## src/rtl/pipelined_cla_addsub_pkg.sv

```systemverilog
// Shared legality limits for the pipelined carry-lookahead adder/subtractor.
package pipelined_cla_addsub_pkg;
    localparam int unsigned MAX_WIDTH = 64;
    localparam int unsigned MIN_BLOCK = 2;
    localparam int unsigned MAX_BLOCK = 16;
endpackage

```

## src/rtl/pipelined_cla_addsub_if.sv

```systemverilog
// Operand/result handshake bundle between the producer, the adder and the consumer.
interface pipelined_cla_addsub_if #(parameter int unsigned WIDTH = 32);
    logic             in_valid;
    logic             in_ready;
    logic [WIDTH-1:0] a;
    logic [WIDTH-1:0] b;
    logic             sub;
    logic             cin;
    logic             out_valid;
    logic             out_ready;
    logic [WIDTH-1:0] sum;
    logic             cout;
    logic             ovf;
    logic             zero;

    modport master (
        output in_valid, a, b, sub, cin, out_ready,
        input  in_ready, out_valid, sum, cout, ovf, zero
    );

    modport slave (
        input  in_valid, a, b, sub, cin, out_ready,
        output in_ready, out_valid, sum, cout, ovf, zero
    );
endinterface

```

## src/rtl/pipelined_cla_addsub_block.sv

```systemverilog
// One lookahead block: conditional sums for carry-in 0/1 plus block generate/propagate.
module cla_block_n #(
    parameter int unsigned BLOCK = 8
) (
    input  logic [BLOCK-1:0] a,
    input  logic [BLOCK-1:0] b,
    output logic [BLOCK-1:0] s0,
    output logic [BLOCK-1:0] s1,
    output logic             g,
    output logic             p
);
    logic [BLOCK-1:0] bit_g;
    logic [BLOCK-1:0] bit_p;
    logic [BLOCK:0]   c_gen;
    logic [BLOCK:0]   p_all;
    logic             term;

    // Flat sum-of-products carries: c_gen assumes cin=0, p_all is the cin=1 path.
    always_comb begin
        bit_g = a & b;
        bit_p = a ^ b;
        c_gen = '0;
        p_all = '0;
        term  = 1'b0;
        p_all[0] = 1'b1;
        for (int i = 1; i <= int'(BLOCK); i++) begin
            p_all[i] = 1'b1;
            for (int k = 0; k < i; k++) begin
                p_all[i] = p_all[i] & bit_p[k];
            end
            for (int j = 0; j < i; j++) begin
                term = bit_g[j];
                for (int k = j + 1; k < i; k++) begin
                    term = term & bit_p[k];
                end
                c_gen[i] = c_gen[i] | term;
            end
        end
    end

    assign s0 = bit_p ^ c_gen[BLOCK-1:0];
    assign s1 = bit_p ^ (c_gen[BLOCK-1:0] | p_all[BLOCK-1:0]);
    assign g  = c_gen[BLOCK];
    assign p  = p_all[BLOCK];
endmodule

```

## src/rtl/pipelined_cla_addsub.sv

```systemverilog
// Two-stage pipelined carry-lookahead adder/subtractor with valid/ready flow control.
module pipelined_cla_addsub
    import pipelined_cla_addsub_pkg::*;
#(
    parameter int unsigned WIDTH = 32,
    parameter int unsigned BLOCK = 8
) (
    input  logic                  clock,
    input  logic                  reset,
    pipelined_cla_addsub_if.slave bus
);
    localparam int unsigned NBLK = WIDTH / BLOCK;

    generate
        if ((WIDTH % BLOCK) != 0 || BLOCK < MIN_BLOCK || BLOCK > MAX_BLOCK || WIDTH > MAX_WIDTH)
        begin : g_bad_params
            $error("pipelined_cla_addsub: illegal WIDTH/BLOCK combination");
        end
    endgenerate

    logic [WIDTH-1:0] bb;
    logic             c0;
    logic [WIDTH-1:0] blk_s0;
    logic [WIDTH-1:0] blk_s1;
    logic [NBLK-1:0]  blk_g;
    logic [NBLK-1:0]  blk_p;

    assign bb = bus.b ^ {WIDTH{bus.sub}};
    assign c0 = bus.cin ^ bus.sub;

    for (genvar k = 0; k < int'(NBLK); k++) begin : g_blk
        cla_block_n #(.BLOCK(BLOCK)) u_blk (
            .a  (bus.a[k*BLOCK +: BLOCK]),
            .b  (bb[k*BLOCK +: BLOCK]),
            .s0 (blk_s0[k*BLOCK +: BLOCK]),
            .s1 (blk_s1[k*BLOCK +: BLOCK]),
            .g  (blk_g[k]),
            .p  (blk_p[k])
        );
    end

    logic [WIDTH-1:0] sum0_q, sum0_d, sum1_q, sum1_d;
    logic [NBLK-1:0]  g_q, g_d, p_q, p_d;
    logic             c0_q, c0_d, amsb_q, amsb_d, bbmsb_q, bbmsb_d, s1_valid_q, s1_valid_d;
    logic [WIDTH-1:0] sum_q, sum_d;
    logic             out_valid_q, out_valid_d, cout_q, cout_d, ovf_q, ovf_d, zero_q, zero_d;

    logic [NBLK:0]    blk_c;
    logic [WIDTH-1:0] sum_sel;
    logic             term;
    logic             in_ready_c, accept_c, advance_c;

    // Inter-block carries as a flat two-level lookahead over registered G/P.
    always_comb begin
        blk_c   = '0;
        sum_sel = '0;
        term    = 1'b0;
        for (int k = 0; k <= int'(NBLK); k++) begin
            term = c0_q;
            for (int j = 0; j < k; j++) begin
                term = term & p_q[j];
            end
            blk_c[k] = term;
            for (int j = 0; j < k; j++) begin
                term = g_q[j];
                for (int m = j + 1; m < k; m++) begin
                    term = term & p_q[m];
                end
                blk_c[k] = blk_c[k] | term;
            end
        end
        for (int k = 0; k < int'(NBLK); k++) begin
            sum_sel[k*BLOCK +: BLOCK] = blk_c[k] ? sum1_q[k*BLOCK +: BLOCK]
                                                 : sum0_q[k*BLOCK +: BLOCK];
        end
    end

    always_comb begin
        sum0_d      = sum0_q;
        sum1_d      = sum1_q;
        g_d         = g_q;
        p_d         = p_q;
        c0_d        = c0_q;
        amsb_d      = amsb_q;
        bbmsb_d     = bbmsb_q;
        s1_valid_d  = s1_valid_q;
        sum_d       = sum_q;
        out_valid_d = out_valid_q;
        cout_d      = cout_q;
        ovf_d       = ovf_q;
        zero_d      = zero_q;

        in_ready_c = !s1_valid_q || !out_valid_q || bus.out_ready;
        accept_c   = bus.in_valid && in_ready_c;
        advance_c  = s1_valid_q && (!out_valid_q || bus.out_ready);

        if (accept_c) begin
            sum0_d     = blk_s0;
            sum1_d     = blk_s1;
            g_d        = blk_g;
            p_d        = blk_p;
            c0_d       = c0;
            amsb_d     = bus.a[WIDTH-1];
            bbmsb_d    = bb[WIDTH-1];
            s1_valid_d = 1'b1;
        end else if (advance_c) begin
            s1_valid_d = 1'b0;
        end

        // Output handshake and refill share the same edge, so no bubble.
        if (advance_c) begin
            sum_d       = sum_sel;
            cout_d      = blk_c[NBLK];
            ovf_d       = (amsb_q == bbmsb_q) && (sum_sel[WIDTH-1] != amsb_q);
            zero_d      = ~|sum_sel;
            out_valid_d = 1'b1;
        end else if (out_valid_q && bus.out_ready) begin
            out_valid_d = 1'b0;
        end
    end

    always_ff @(posedge clock) begin
        if (reset) begin
            sum0_q      <= '0;
            sum1_q      <= '0;
            g_q         <= '0;
            p_q         <= '0;
            c0_q        <= 1'b0;
            amsb_q      <= 1'b0;
            bbmsb_q     <= 1'b0;
            s1_valid_q  <= 1'b0;
            sum_q       <= '0;
            out_valid_q <= 1'b0;
            cout_q      <= 1'b0;
            ovf_q       <= 1'b0;
            zero_q      <= 1'b0;
        end else begin
            sum0_q      <= sum0_d;
            sum1_q      <= sum1_d;
            g_q         <= g_d;
            p_q         <= p_d;
            c0_q        <= c0_d;
            amsb_q      <= amsb_d;
            bbmsb_q     <= bbmsb_d;
            s1_valid_q  <= s1_valid_d;
            sum_q       <= sum_d;
            out_valid_q <= out_valid_d;
            cout_q      <= cout_d;
            ovf_q       <= ovf_d;
            zero_q      <= zero_d;
        end
    end

    assign bus.in_ready  = in_ready_c;
    assign bus.out_valid = out_valid_q;
    assign bus.sum       = sum_q;
    assign bus.cout      = cout_q;
    assign bus.ovf       = ovf_q;
    assign bus.zero      = zero_q;
endmodule

```

## src/flat_wrapper.sv

```systemverilog
// flat-port wrapper written by rule: the top's interface ports become plain ports
module pipelined_cla_addsub_flat import pipelined_cla_addsub_pkg::*;
#(
    parameter int unsigned WIDTH = 32,
    parameter int unsigned BLOCK = 8
)
  (clock, reset, bus_in_valid, bus_a, bus_b, bus_sub, bus_cin, bus_out_ready, bus_in_ready, bus_out_valid, bus_sum, bus_cout, bus_ovf, bus_zero);
  pipelined_cla_addsub_if #(.WIDTH(WIDTH)) bus_i ();
  input  logic clock;
  input  logic reset;
  input wire logic [$bits(bus_i.in_valid)-1:0] bus_in_valid;
  input wire logic [$bits(bus_i.a)-1:0] bus_a;
  input wire logic [$bits(bus_i.b)-1:0] bus_b;
  input wire logic [$bits(bus_i.sub)-1:0] bus_sub;
  input wire logic [$bits(bus_i.cin)-1:0] bus_cin;
  input wire logic [$bits(bus_i.out_ready)-1:0] bus_out_ready;
  output wire logic [$bits(bus_i.in_ready)-1:0] bus_in_ready;
  output wire logic [$bits(bus_i.out_valid)-1:0] bus_out_valid;
  output wire logic [$bits(bus_i.sum)-1:0] bus_sum;
  output wire logic [$bits(bus_i.cout)-1:0] bus_cout;
  output wire logic [$bits(bus_i.ovf)-1:0] bus_ovf;
  output wire logic [$bits(bus_i.zero)-1:0] bus_zero;
  assign bus_i.in_valid = bus_in_valid;
  assign bus_i.a = bus_a;
  assign bus_i.b = bus_b;
  assign bus_i.sub = bus_sub;
  assign bus_i.cin = bus_cin;
  assign bus_i.out_ready = bus_out_ready;
  assign bus_in_ready = bus_i.in_ready;
  assign bus_out_valid = bus_i.out_valid;
  assign bus_sum = bus_i.sum;
  assign bus_cout = bus_i.cout;
  assign bus_ovf = bus_i.ovf;
  assign bus_zero = bus_i.zero;
  pipelined_cla_addsub #(.WIDTH(WIDTH), .BLOCK(BLOCK)) u_core (.clock(clock), .reset(reset), .bus(bus_i));
endmodule
```

## config.mk

```make
export PLATFORM = sky130hd
export DESIGN_NAME = pipelined_cla_addsub_flat
export DESIGN_NICKNAME = d
export VERILOG_FILES = /design/src/rtl/pipelined_cla_addsub_pkg.sv /design/src/rtl/pipelined_cla_addsub_if.sv /design/src/rtl/pipelined_cla_addsub_block.sv /design/src/rtl/pipelined_cla_addsub.sv /design/src/flat_wrapper.sv
export SDC_FILE = /design/constraint.sdc
export NUM_CORES = 1
export LEC_CHECK = 0
export ABC_AREA = 1
export CORE_ASPECT_RATIO = 0.7
export CORE_MARGIN = 2
export CORE_UTILIZATION = 55
export CTS_BUF_LIST = sky130_fd_sc_hd__clkbuf_4
export DETAILED_ROUTE_END_ITERATION = 7
export PLACE_DENSITY = 0.82
export REMOVE_ABC_BUFFERS = 1
export SLEW_MARGIN = 20
export SYNTH_ARGS = -nofsm -noshare
export SYNTH_HDL_FRONTEND = slang
export SYNTH_SLANG_ARGS = --single-unit
```

## constraint.sdc

```tcl
create_clock -name clock -period 4.9 [get_ports clock]
set_input_delay 0.49 -clock clock [delete_from_list [all_inputs] [get_ports clock]]
set_output_delay 0.49 -clock clock [all_outputs]
set_load 0.05 [all_outputs]
```

## Word level (Yosys, flattened, before mapping)

Index checks and enable logic that the tools add are counted.
Widths: inputs -> output; s select.

| word-level totals | value |
|---|---|
| bits in registers | 112 |
| output and inout port bits | 37 |
| word-level logic and storage cells | 330 |

| cells by class | value |
|---|---|
| multiplexer cells | 8 |
| equal/unequal tests | 2 |
| reduce and logical (&&, ||, !) cells | 13 |
| bitwise operators | 294 |

Operators by type and width:

| operator | count |
|---|---|
| $and 1x1->1 | 150 |
| $or 1x1->1 | 122 |
| $xor 8x8->8 | 12 |
| $and 8x8->8 | 4 |
| $mux 8 | 4 |
| $or 8x8->8 | 4 |
| $reduce_or 32->1 | 1 |
| $xor 32x32->32 | 1 |
| $logic_and 1x1->1 | 4 |
| $mux 1 | 4 |
| $reduce_bool 2->1 | 2 |
| $logic_not 1->1 | 3 |
| $logic_or 1x1->1 | 3 |
| $eq 1x1->1 | 1 |
| $ne 1x1->1 | 1 |
| $xor 1x1->1 | 1 |

## Depth between registers and ports, before layout

| depth | value |
|---|---|
| depth in word-level cells | 16 |
| mapped depth | 20 |

## Hierarchy

Synthesis repeated with hierarchy kept, for this count alone.

| second synthesis, totals | value |
|---|---|
| cells, all modules | 1031 |
| area total of the unflattened synthesis | 7080.5 um^2 |

By module, submodules not included:

| module | sequential area each (um^2) | area an instance (um^2) | instances | cells an instance |
|---|---|---|---|---|
| pipelined_cla_addsub | 2242.2 | 4753.3 | 1 | 643 |
| cla_block_n | 0.0 | 581.8 | 4 | 97 |

## Worst setup path before layout

OpenSTA, ideal clock, no wires.

| timing | value |
|---|---|
| path kind | in2reg |
| start | input port bus_sub |
| end | register u_core.sum1_q[7] |
| cell stages on the path | 20 |
| setup time | 113 ps |
| path buffers | 2 |
| arrival time | 2656 ps |
| path slack | 2132 ps |
| cell sequence | clkbuf_1 buf_2 xnor2_1 inv_1 ha_1 ha_1 nand2_1 nand3b_2 nand2_1 nand2_2 nand2_2 nand2_4 nand2_4 nand2_4 nand2_2 nand2_2 nor2_1 nand2_1 nand2_1 nor2_1 |

| between the ends | value |
|---|---|
| word-level cells in the longest chain between the ends | 16 |

Ends and longest elaborated chain:

| item | RTL line | RTL |
|---|---|---|
| start: declaration | flat_wrapper.sv:14 | `input wire logic [$bits(bus_i.sub)-1:0] bus_sub;` |
| $xor 32x32->32 (*) | pipelined_cla_addsub.sv:28 | `assign bb = bus.b ^ {WIDTH{bus.sub}};` |
| $and 8x8->8 / $xor 8x8->8 (equally long branches) | pipelined_cla_addsub_block.sv:20, pipelined_cla_addsub_block.sv:21 |  |
| $and 1x1->1 (6 in series) | pipelined_cla_addsub_block.sv:34 | `term = term & bit_p[k];` |
| $or 1x1->1 (6 in series) | pipelined_cla_addsub_block.sv:36 | `c_gen[i] = c_gen[i] \| term;` |
| $or 8x8->8 | pipelined_cla_addsub_block.sv:42 | `assign s1 = bit_p ^ (c_gen[BLOCK-1:0] \| p_all[BLOCK-1:0]);` |
| $xor 8x8->8 (*) | pipelined_cla_addsub_block.sv:42 |  |
| end signal: assignment | pipelined_cla_addsub.sv:139 | `sum1_q <= sum1_d;` |
| end: declaration | pipelined_cla_addsub.sv:42 | `logic [WIDTH-1:0] sum0_q, sum0_d, sum1_q, sum1_d;` |

Every way passes the cells marked *; elsewhere a longest branch is shown, timed or not.
A chain may end at the register's enable or synchronous reset.

## Final worst setup path

Same ends and word-level chain as after synthesis.

==> results.toml <==
[synth]
yosysMostFrequentCell = "inv_1"
number_of_synthesized_flops_with_an_enable_pin = 0
synthDominantAreaCellType = "dfxtp_1"
netlist_top_cells_area = "dfxtp_1 33%, inv_1 9.2%, nand2_1 8.6%"
synth_top_cells_by_count = "166 x inv_1, 155 x nand2_1, 112 x dfxtp_1, 103 x nor2_1, 71 x o21ai_0"
synth_top_family_by_area = "simple AND/OR/NAND/NOR gates"
netlist_area_mm2 = 0.00675
synthArstFlopShare_pct = 0
synth_top_area_share_pct = 33.2
synth_fa_ha_area_share_pct = 8.60
primary_flip_flop_cell_chosen_by_synthesis_mapping = "dfxtp_1"
synth_area_per_cell_um2 = 7.05
synth_cells = 958
synth_simple_gate_area_share_pct = 22.5
synthMuxAreaShare_pct = 0
unique_cell_type_count_in_the_yosys_netlist = 35
synth_area_in_compound_gates_pct = 15.1
synthXorXnorAreaFrac_pct = 7.78
yosys_register_bits = 112
ys_seq_area_share_pct = 33.2
synthesis.yosys.warnings = 0

[placement]
finalWeightedCongestion = 0.845
numPortBuffers = 106
place_hpwl_um = 10900
detailedPlace.worstSlack_ps = 1740

[worst_hold_path]
whs_path_depth = 2
min-delay-path-class = "reg2reg"

[layout]
filler_cell_count = 1078
layout-area-overhead-vs-synth_pct = 18.1
finalNetCount = 1148
antenna-diode-count = 0
final_layout_size_suffix_gt1_share_pct = 6.08

[routing]
route.detailed.vias_per_inst = 5.05
first_pass_iters = 5
routed-via-count = 6028
drt_wl_total_um = 15400
final_antenna_net_count = 0
drtIter0Drc = 369
detail_route.wl_per_cell_um = 12.9
drcViolationCount = 0

[timing]
tns_ps = 0
slew_violations = 0
final-hold-violation-count = 0
tightestPinTransition_ps = 988
relSlewSlack_pct = 34.0
timing.clock.skew_ps = 15.4
max_clock_freq_mhz = 378
report.final.setup_viol = 0
final_period_minus_worst_setup_slack_ps = 2650
finalCritPeriodShare_pct = 54.0
fin_ws_ps = 2250
grt_setup_unrepaired = "no"

[global_routing]
grt_use_met2_pct = 38.5
initial_antenna_violation_count = 0
global_route.usage.total_pct = 24.2
via_count_of_the_first_global_routing_pass = 5605
global_route.peak_usage_layer = "met2"
grt_first_pass_wirelength_um = 26100
largest_net_degree_at_the_start_of_global_routing = 76
grt.met3_usage_pct = 4.72
gr-total-overflow = 0
grt_util_met1_pct = 34.3

[clocking]
cts_hold_repair.buffers = 0
worst_skew_pair.late_latency_ps = 460
cts_resized = 0
clock_sinks = 112
cts_setup_buffers = 0
cts_tree = "built"
cts.htree.levels = 3
cts_buffers = 9
clk_pin_slew_ps = 160
cts_root_buffer = "clkbuf_4"
ctsLongestPathBuffers = 2

[critical_path]
critPathMaxStageDelay_ps = 610
timing.critical_path.cells = "buf_2 -> xnor2_1 -> inv_1 -> ha_1 -> ha_1 -> nand2_1 -> nand3b_2 -> nand2_1 -> nand2_2 -> nand2_2 -> nand2_4 -> nand2_4 -> nand2_4 -> nand2_2 -> nand2_2 -> nor2_1 -> nand2_1 -> nand2_1 -> nor2_1"
worst-setup-path-type = "in2reg"
worst_r2r_path_depth = 10
critical_path.n_buffers_inverters = 2
timing.reg2reg.setup_slack_ps = 2720
critPathRequiredTime_ps = 5280
worst_setup_path_start_kind = "input pin"
critical_path_peak_fanout = 25
worstSetupPathDepth = 19
timing.critical_path.max_delay_family = "simple AND/OR/NAND/NOR gates"
worst_setup_path_end_kind = "register"
critical_path_arrival_ps = 3020
cpMaxStageDelayCell = "buf_2"

[floorplanning]
core_mm2 = 0.0119
io-pin-count = 107
num_rows = 33
initial_core_utilization_pct = 57.0
die_area_mm2 = 0.0132
die-width_um = 136
die_height_um = 96.7

[power_and_ir_drop]
power.ir.vdd_worst_mv = 0.176
leakagePower_nw = 3.88
power.density_cell_area_mw_per_mm2 = 299

[run]
max_cap_viol_count = 0

[run_status]
outcome = "completed"
cell families (layout without fill, tap and decap cells):
family,Yosys count,after routing
simple gates,344,344
compound gates,184,184
flops,112,112
fa+ha+maj,44,44
xor+xnor,60,60
buf+inv,214,293
final timing paths:
kind,from,end
setup / recovery,bus_sub,u_core.sum1_q[7]
setup reg to reg,u_core.c0_q,u_core.bus.zero
hold / removal,u_core.sum1_q[25],u_core.sum1_q[25]
hold reg to reg,u_core.sum1_q[25],u_core.sum1_q[25]
report_power, final:
group | switching (mW) | total, mW | internal [mW]
Clock | 0.293 | 0.552 | 0.259
Sequential | 0.0416 | 1.04 | 0.998
Combinational | 0.488 | 0.797 | 0.310
Total | 0.823 | 2.39 | 1.57
sequential cells by signal (all words and copies together) (netlist names), 4 cells and up:
signal / cells
u_core.p_q: 4
u_core.g_q: 4
u_core.sum0_q: 32
u_core.sum1_q: 32
u_core.bus.sum: 32
routing by layer:
layer  share of wire (%)  vias to the layer above
li1                    -                     3151
met1                  49                     2715
met2                  44                      144
met3                 5.6                       18
met4                 1.1                        0
met5                   0                        -
layout by cell type, fill, tap and decap left out, types with 2 or more instances in the layout:
master           instances
dfxtp_1                112
nand4_1                 10
fa_1                     4
xnor2_1                 17
o21a_1                   3
nand2_4                  6
a31oi_1                  4
o211ai_1                16
o21ai_1                 11
nor2_1                 102
clkbuf_4                10
nand3b_2                 3
bufinv_16                3
inv_2                    3
inv_1                  165
ha_1                    40
o21ai_2                  5
xor2_1                  43
a21oi_1                 63
buf_4                    4
buf_2                    2
nand3_1                 39
o21ai_0                 71
nand3b_1                 2
clkdlybuf4s50_1        104
a211oi_1                10
nand2_1                155
nand2_2                 22
metrics by stage:
stage	util (%)	instances	hold slack [ps]	total power, mW	instance area (um^2)
4_1_cts	67.3	1194	478	2.40	7980
5_1_grt	67.3	1194	506	2.54	7980
6_report	67.3	1194	475	2.39	7980
2_1_floorplan	-	913	432	1.61	6520
3_5_place_dp	65.9	1180	454	1.85	7810
3_3_place_gp	65.9	1180	449	1.83	7810
worst register-to-register path: cells and delay by family, from the launching register on:
kind | cells | cell delay [ps]
AND/OR/NAND/NOR | 8 | 1060
flip-flops | 1 | 800
AO/OA/AOI/OAI | 2 | 280
final cells by class:
cell class	instances	area (um^2)	area share, %
clock buffers	10	75.1	0.941
well taps	157	196	2.46
clock inverters	4	95.1	1.19
flip-flops and latches	112	2240	28.1
inverters	169	637	7.98
repair buffers	110	1080	13.5
multi-input cells	632	3650	45.8
Power figures use the tool's default switching activity.
